### config.mk
export PLATFORM = sky130hd
export DESIGN_NAME = bus_slot_arbiter_flat
export DESIGN_NICKNAME = d
export VERILOG_FILES = /design/src/rtl/bus_slot_arbiter_pkg.sv /design/src/rtl/bus_slot_arbiter_if.sv /design/src/rtl/bus_slot_arbiter_refresh_timer.sv /design/src/rtl/bus_slot_arbiter.sv /design/src/flat_wrapper.sv
export SDC_FILE = /design/constraint.sdc
export NUM_CORES = 1
export LEC_CHECK = 0
export CAP_MARGIN = 15
export CORE_AREA = 2 2 78 50
export DETAILED_ROUTE_END_ITERATION = 6
export DIE_AREA = 0 0 80 52
export DONT_BUFFER_PORTS = 1
export GPL_ROUTABILITY_DRIVEN = 0
export GPL_TIMING_DRIVEN = 0
export PLACE_DENSITY = 0.73
export SLEW_MARGIN = 40
export SYNTH_ARGS = -nofsm -noshare
export SYNTH_HDL_FRONTEND = slang
export SYNTH_SLANG_ARGS = --single-unit
### constraint.sdc
create_clock -name clk32 -period 4.2 [get_ports clk32]
set_input_delay 0.63 -clock clk32 [delete_from_list [all_inputs] [get_ports clk32]]
set_output_delay 0.63 -clock clk32 [all_outputs]
set_load 0.005 [all_outputs]
### src/rtl/bus_slot_arbiter_pkg.sv
// rtl/bus_slot_arbiter_pkg.sv - shared grant encoding and blitter FSM states for the slot arbiter
package bus_arb_pkg;

    localparam int GNT_W    = 5;
    localparam int GNT_VID  = 0;
    localparam int GNT_REF  = 1;
    localparam int GNT_DMA  = 2;
    localparam int GNT_BLIT = 3;
    localparam int GNT_CPU  = 4;

    typedef logic [GNT_W-1:0] grant_t;

    typedef enum logic [1:0] {
        B_IDLE  = 2'd0,
        B_BURST = 2'd1,
        B_YIELD = 2'd2
    } blit_state_t;

    // Build a one-hot grant word for a given owner index
    function automatic grant_t grant_onehot(input int idx);
        grant_t g;
        g = '0;
        g[idx] = 1'b1;
        return g;
    endfunction

endpackage

### src/rtl/bus_slot_arbiter_if.sv
// rtl/bus_slot_arbiter_if.sv - slot strobe, request and grant bundle between requesters and the arbiter
interface bus_slot_arbiter_if;
    import bus_arb_pkg::*;

    logic       slot_en;
    logic       cycsel;
    logic       vid_req;
    logic       dma_req;
    logic       blit_req;
    logic       cpu_req;
    logic       blit_hog;
    grant_t     grant;
    grant_t     ack;
    logic [1:0] ref_pend;

    modport master (
        output slot_en, cycsel, vid_req, dma_req, blit_req, cpu_req, blit_hog,
        input  grant, ack, ref_pend
    );

    modport slave (
        input  slot_en, cycsel, vid_req, dma_req, blit_req, cpu_req, blit_hog,
        output grant, ack, ref_pend
    );

endinterface

### src/rtl/bus_slot_arbiter_refresh_timer.sv
// rtl/bus_slot_arbiter_refresh_timer.sv - slot counter producing saturating refresh debt
module refresh_timer #(
    parameter int REF_INTERVAL = 32
) (
    input  logic       clk32,
    input  logic       resb,
    input  logic       tick,
    input  logic       ref_grant,
    output logic [1:0] ref_pend
);

    localparam logic [7:0] LAST_SLOT = 8'(REF_INTERVAL - 1);

    logic [7:0] slot_cnt;
    logic       wrap;
    logic       take;

    assign wrap = tick && (slot_cnt == LAST_SLOT);
    // A refresh is only ever granted with debt outstanding; guard anyway so debt never underflows
    assign take = tick && ref_grant && (ref_pend != 2'd0);

    // Count slots and keep the refresh debt; a wrap and a refresh in the same slot cancel out
    always_ff @(posedge clk32) begin
        if (!resb) begin
            slot_cnt <= 8'd0;
            ref_pend <= 2'd0;
        end else begin
            if (tick) begin
                slot_cnt <= wrap ? 8'd0 : slot_cnt + 8'd1;
            end
            if (wrap && !take) begin
                if (ref_pend != 2'd3) begin
                    ref_pend <= ref_pend + 2'd1;
                end
            end else if (take && !wrap) begin
                ref_pend <= ref_pend - 2'd1;
            end
        end
    end

endmodule

### src/rtl/bus_slot_arbiter.sv
// rtl/bus_slot_arbiter.sv - grants each 250 ns DRAM slot to video/refresh or DMA/blitter/CPU
module bus_slot_arbiter
    import bus_arb_pkg::*;
#(
    parameter int REF_INTERVAL = 32,
    parameter int BLIT_BURST   = 64
) (
    input  logic                clk32,
    input  logic                resb,
    bus_slot_arbiter_if.slave   bus
);

    localparam logic [7:0] BURST_LEN  = 8'(BLIT_BURST);
    localparam logic [7:0] BURST_LAST = 8'(BLIT_BURST - 1);

    grant_t      grant_q;
    grant_t      ack_q;
    grant_t      next_grant;
    blit_state_t bstate;
    logic [7:0]  burst_cnt;
    logic [7:0]  yield_cnt;
    logic [1:0]  ref_pend;
    logic        blit_elig;
    logic        bus_strobe;
    logic        ref_take;

    assign blit_elig  = (bstate != B_YIELD);
    assign bus_strobe = bus.slot_en && !bus.cycsel;
    assign ref_take   = bus.slot_en && next_grant[GNT_REF];

    refresh_timer #(
        .REF_INTERVAL (REF_INTERVAL)
    ) u_refresh_timer (
        .clk32     (clk32),
        .resb      (resb),
        .tick      (bus.slot_en),
        .ref_grant (ref_take),
        .ref_pend  (ref_pend)
    );

    // Pick the owner of the slot that starts at this strobe
    always_comb begin
        next_grant = '0;
        if (bus.cycsel) begin
            if (ref_pend == 2'd3) begin
                next_grant = grant_onehot(GNT_REF);
            end else if (bus.vid_req) begin
                next_grant = grant_onehot(GNT_VID);
            end else if (ref_pend != 2'd0) begin
                next_grant = grant_onehot(GNT_REF);
            end
        end else begin
            if (bus.dma_req) begin
                next_grant = grant_onehot(GNT_DMA);
            end else if (bus.blit_req && blit_elig) begin
                next_grant = grant_onehot(GNT_BLIT);
            end else if (bus.cpu_req) begin
                next_grant = grant_onehot(GNT_CPU);
            end
        end
    end

    // Latch the new owner on each strobe and retire the old one with a single-cycle ack
    always_ff @(posedge clk32) begin
        if (!resb) begin
            grant_q <= '0;
            ack_q   <= '0;
        end else if (bus.slot_en) begin
            grant_q <= next_grant;
            ack_q   <= grant_q;
        end else begin
            ack_q   <= '0;
        end
    end

    // Blitter burst/yield sharing, advanced on bus-slot strobes only
    always_ff @(posedge clk32) begin
        if (!resb) begin
            bstate    <= B_IDLE;
            burst_cnt <= 8'd0;
            yield_cnt <= 8'd0;
        end else if (bus_strobe) begin
            case (bstate)
                B_IDLE: begin
                    if (next_grant[GNT_BLIT]) begin
                        // A one-slot burst is already complete on its first grant
                        if ((BURST_LEN == 8'd1) && !bus.blit_hog) begin
                            bstate    <= B_YIELD;
                            burst_cnt <= 8'd0;
                            yield_cnt <= 8'd0;
                        end else begin
                            bstate    <= B_BURST;
                            burst_cnt <= 8'd1;
                        end
                    end
                end
                B_BURST: begin
                    if (!bus.blit_req) begin
                        bstate    <= B_IDLE;
                        burst_cnt <= 8'd0;
                    end else if (next_grant[GNT_BLIT]) begin
                        // Count saturates under hog so dropping hog later yields on the next grant
                        if ((burst_cnt >= BURST_LAST) && !bus.blit_hog) begin
                            bstate    <= B_YIELD;
                            burst_cnt <= 8'd0;
                            yield_cnt <= 8'd0;
                        end else if (burst_cnt < BURST_LEN) begin
                            burst_cnt <= burst_cnt + 8'd1;
                        end
                    end
                end
                B_YIELD: begin
                    if (bus.blit_hog || (yield_cnt == BURST_LAST)) begin
                        bstate    <= B_IDLE;
                        yield_cnt <= 8'd0;
                    end else begin
                        yield_cnt <= yield_cnt + 8'd1;
                    end
                end
                default: begin
                    bstate    <= B_IDLE;
                    burst_cnt <= 8'd0;
                    yield_cnt <= 8'd0;
                end
            endcase
        end
    end

    assign bus.grant    = grant_q;
    assign bus.ack      = ack_q;
    assign bus.ref_pend = ref_pend;

endmodule

### src/flat_wrapper.sv
// flat-port wrapper written by rule: the top's interface ports become plain ports
module bus_slot_arbiter_flat import bus_arb_pkg::*;
#(
    parameter int REF_INTERVAL = 32,
    parameter int BLIT_BURST   = 64
)
  (clk32, resb, bus_slot_en, bus_cycsel, bus_vid_req, bus_dma_req, bus_blit_req, bus_cpu_req, bus_blit_hog, bus_grant, bus_ack, bus_ref_pend);
  bus_slot_arbiter_if bus_i ();
  input  logic clk32;
  input  logic resb;
  input wire logic [$bits(bus_i.slot_en)-1:0] bus_slot_en;
  input wire logic [$bits(bus_i.cycsel)-1:0] bus_cycsel;
  input wire logic [$bits(bus_i.vid_req)-1:0] bus_vid_req;
  input wire logic [$bits(bus_i.dma_req)-1:0] bus_dma_req;
  input wire logic [$bits(bus_i.blit_req)-1:0] bus_blit_req;
  input wire logic [$bits(bus_i.cpu_req)-1:0] bus_cpu_req;
  input wire logic [$bits(bus_i.blit_hog)-1:0] bus_blit_hog;
  output wire logic [$bits(bus_i.grant)-1:0] bus_grant;
  output wire logic [$bits(bus_i.ack)-1:0] bus_ack;
  output wire logic [$bits(bus_i.ref_pend)-1:0] bus_ref_pend;
  assign bus_i.slot_en = bus_slot_en;
  assign bus_i.cycsel = bus_cycsel;
  assign bus_i.vid_req = bus_vid_req;
  assign bus_i.dma_req = bus_dma_req;
  assign bus_i.blit_req = bus_blit_req;
  assign bus_i.cpu_req = bus_cpu_req;
  assign bus_i.blit_hog = bus_blit_hog;
  assign bus_grant = bus_i.grant;
  assign bus_ack = bus_i.ack;
  assign bus_ref_pend = bus_i.ref_pend;
  bus_slot_arbiter #(.REF_INTERVAL(REF_INTERVAL), .BLIT_BURST(BLIT_BURST)) u_core (.clk32(clk32), .resb(resb), .bus(bus_i));
endmodule
==> flow_summary.ini <==
[yosys]
syn_nets = 232
ys_types = 63
ys_seq_area_share_pct = 38.4
ys_ff_latch = 38
synth.top_cell.area_share_pct = 38.4
synth_area_um2 = 1980
synth_edf_count = 0
yosys_warnings = 0
ys.flop_type = dfxtp_1
netlist_top_cells_area = dfxtp_1, a21oi_1, nor2_1, and3_1, nand2_1
synth_top_area_cell = dfxtp_1
syn_inst = 220
synthArstFlopShare_pct = 0
syn_area_per_cell_um2 = 9.00

[final_layout]
mostFrequentLayoutCell = dfxtp_1
nets = 239
drive_gt1_share_pct = 11.0
final_cell_mix = dfxtp_1, nor2_1, a21oi_1
layoutNonFillerInstCount = 275
insertedDiodeCount = 0
nFillCells = 293
syn2layout_area_growth_pct = 8.34
fin_util_pct = 61.5
post-route-cell-area_um2 = 2140

[sta]
period_share_pct = 49.2
slew_violations = 0
hold_violations = 0
period_needed_ns = 2.07
postLayoutSetupSlackWorst_ns = 2.13
worstMarginPinSlew_ns = 0.725
rsz0062_at_grt = false
setup_viol = 0
setup-tns-final_ns = 0
maxSlewHeadroom_pct = 51.7
fin_worst_skew_ns = 0.00709
fmax_mhz = 484
timing.hold.ws_ns = 0.495

[worst_hold_path]
hold_path.startpoint = resb
hp-class = input port to flip-flop

[global_route]
grt_pass1_vias = 1665
grt_usage_pct = 26.8
grt_max_degree = 12
grt_overflow = 0
grt_antenna_before_repair = 0
grt_pass1_wl_um = 8490

[power_and_ir_drop]
cellLeakagePower_nw = 0.749
p_per_area_nw_per_um2 = 332
power.total_mw = 0.712
vdd_ir_drop_max_mv = 0.202

[critical_path]
critPathLaunchType = flip-flop
crit_type = flip-flop to flip-flop
crit_path_max_fanout = 9
cp.arrival_ns = 2.26
crit_start = u_core.burst_cnt[0]
cp.required_ns = 4.39
end_kind = flip-flop
reg2reg_from = u_core.burst_cnt[0]

[drt]
wl_um = 5060
drt_iter0_markers = 246
wl_per_cell_um = 18.4
via_per_inst = 6.47
vias = 1778
route.detailed.drc = 0
dr.pass1.iters = 5
ant_nets = 0

[run_status]
status = finished clean

[floorplan]
row_count = 17
die_area_um2 = 4160
die_h_um = 52
initial_core_util_pct = 56.7
pin_count = 21
die_w_um = 80
core_area_um2 = 3490

[clock_network]
postCtsResizedCells = 0
path_clk_slew_ns = 0.07
postCtsHoldBufs = 0
clock_sinks = 38
cts_root_buf = clkbuf_8
cts_tree = done
cts_setup_buffers = 0
clk_latency_ns = 0.30
numCtsBuffers = 5
htreeDepth = 2
clk_path_buf_depth = 2

[placed_design]
portBuffers = 0
hpwl_um = 3680
placed_area_um2 = 2040
dp_cells = 267
dp_slack_ns = 2.09

[run]
cap_violations = 0
## critical path, cell delays in order (launching register included)
cell	delay, ns
dfxtp_1	0.35
ha_1	0.24
and3_1	0.18
buf_2	0.18
a211oi_1	0.61
a2111oi_0	0.24
o32ai_1	0.18
## cell type report
| class | count | area [um2] | area share, % |
|---|---|---|---|
| plain buffers | 12 | 67.6 | 3.15 |
| clock inverters | 1 | 30.0 | 1.40 |
| multi-input cells | 165 | 1130 | 52.8 |
| flip-flops and latches | 38 | 761 | 35.5 |
| inverters | 5 | 18.8 | 0.875 |
| clock buffers | 7 | 76.3 | 3.56 |
| well taps | 47 | 58.8 | 2.74 |
## metal layers
layer	share of wire [%]	up-vias	global-route usage, %
li1	-	852	-
met1	47	844	36.8
met2	46	73	41.9
met3	6.7	9	6.60
met4	1.0	0	7.63
met5	0	-	0
## worst paths after layout
| kind | end | slack (ns) | cells past startpoint |
|---|---|---|---|
| worst max-delay path | u_core.burst_cnt[3] | 2.13 | 6 |
| worst max register to register | u_core.burst_cnt[3] | 2.13 | 6 |
| worst min register to register | u_core.burst_cnt[7] | 0.50 | 1 |
| worst min-delay path | u_core.u_refresh_timer.ref_pend[0] | 0.49 | 2 |
## kinds of logic (layout without fill, tap and decap cells)
kind of cell / Yosys count / in the layout / share of synthesized area, %
AO/OA/AOI/OAI: 66 / 66 / 25.7
XOR/XNOR: 6 / 6 / 2.65
adder cells (fa/ha/maj): 3 / 3 / 1.90
buffers and inverters: 17 / 25 / 4.36
flip-flops: 38 / 38 / 38.4
multiplexers: 2 / 2 / 1.01
AND/OR/NAND/NOR: 88 / 88 / 25.9
## Yosys cell counts (all sizes together), types with 5 or more instances
master	instances
nand4	5
inv	5
dfxtp	38
a2111oi	5
a21oi	15
and3	8
nand2	13
nand3	7
nor2	17
o21ai	8
buf	5
clkbuf	7
or3	6
## state kept, by name, indices dropped and copies added (netlist names)
| register | cells |
|---|---|
| u_core.u_refresh_timer.ref_pend | 2 |
| u_core.u_refresh_timer.slot_cnt | 8 |
| u_core.bus.ack | 5 |
| u_core.burst_cnt | 8 |
| u_core.bus.grant | 5 |
| u_core.yield_cnt | 8 |
| u_core.bstate | 2 |
## report_power, final
| part | switching, mW | internal (mW) |
|---|---|---|
| logic | 0.0261 | 0.0133 |
| clock network | 0.128 | 0.178 |
| registers | 0.00329 | 0.364 |
| total | 0.158 | 0.555 |
No activity file was read; power rests on OpenSTA's default activity.
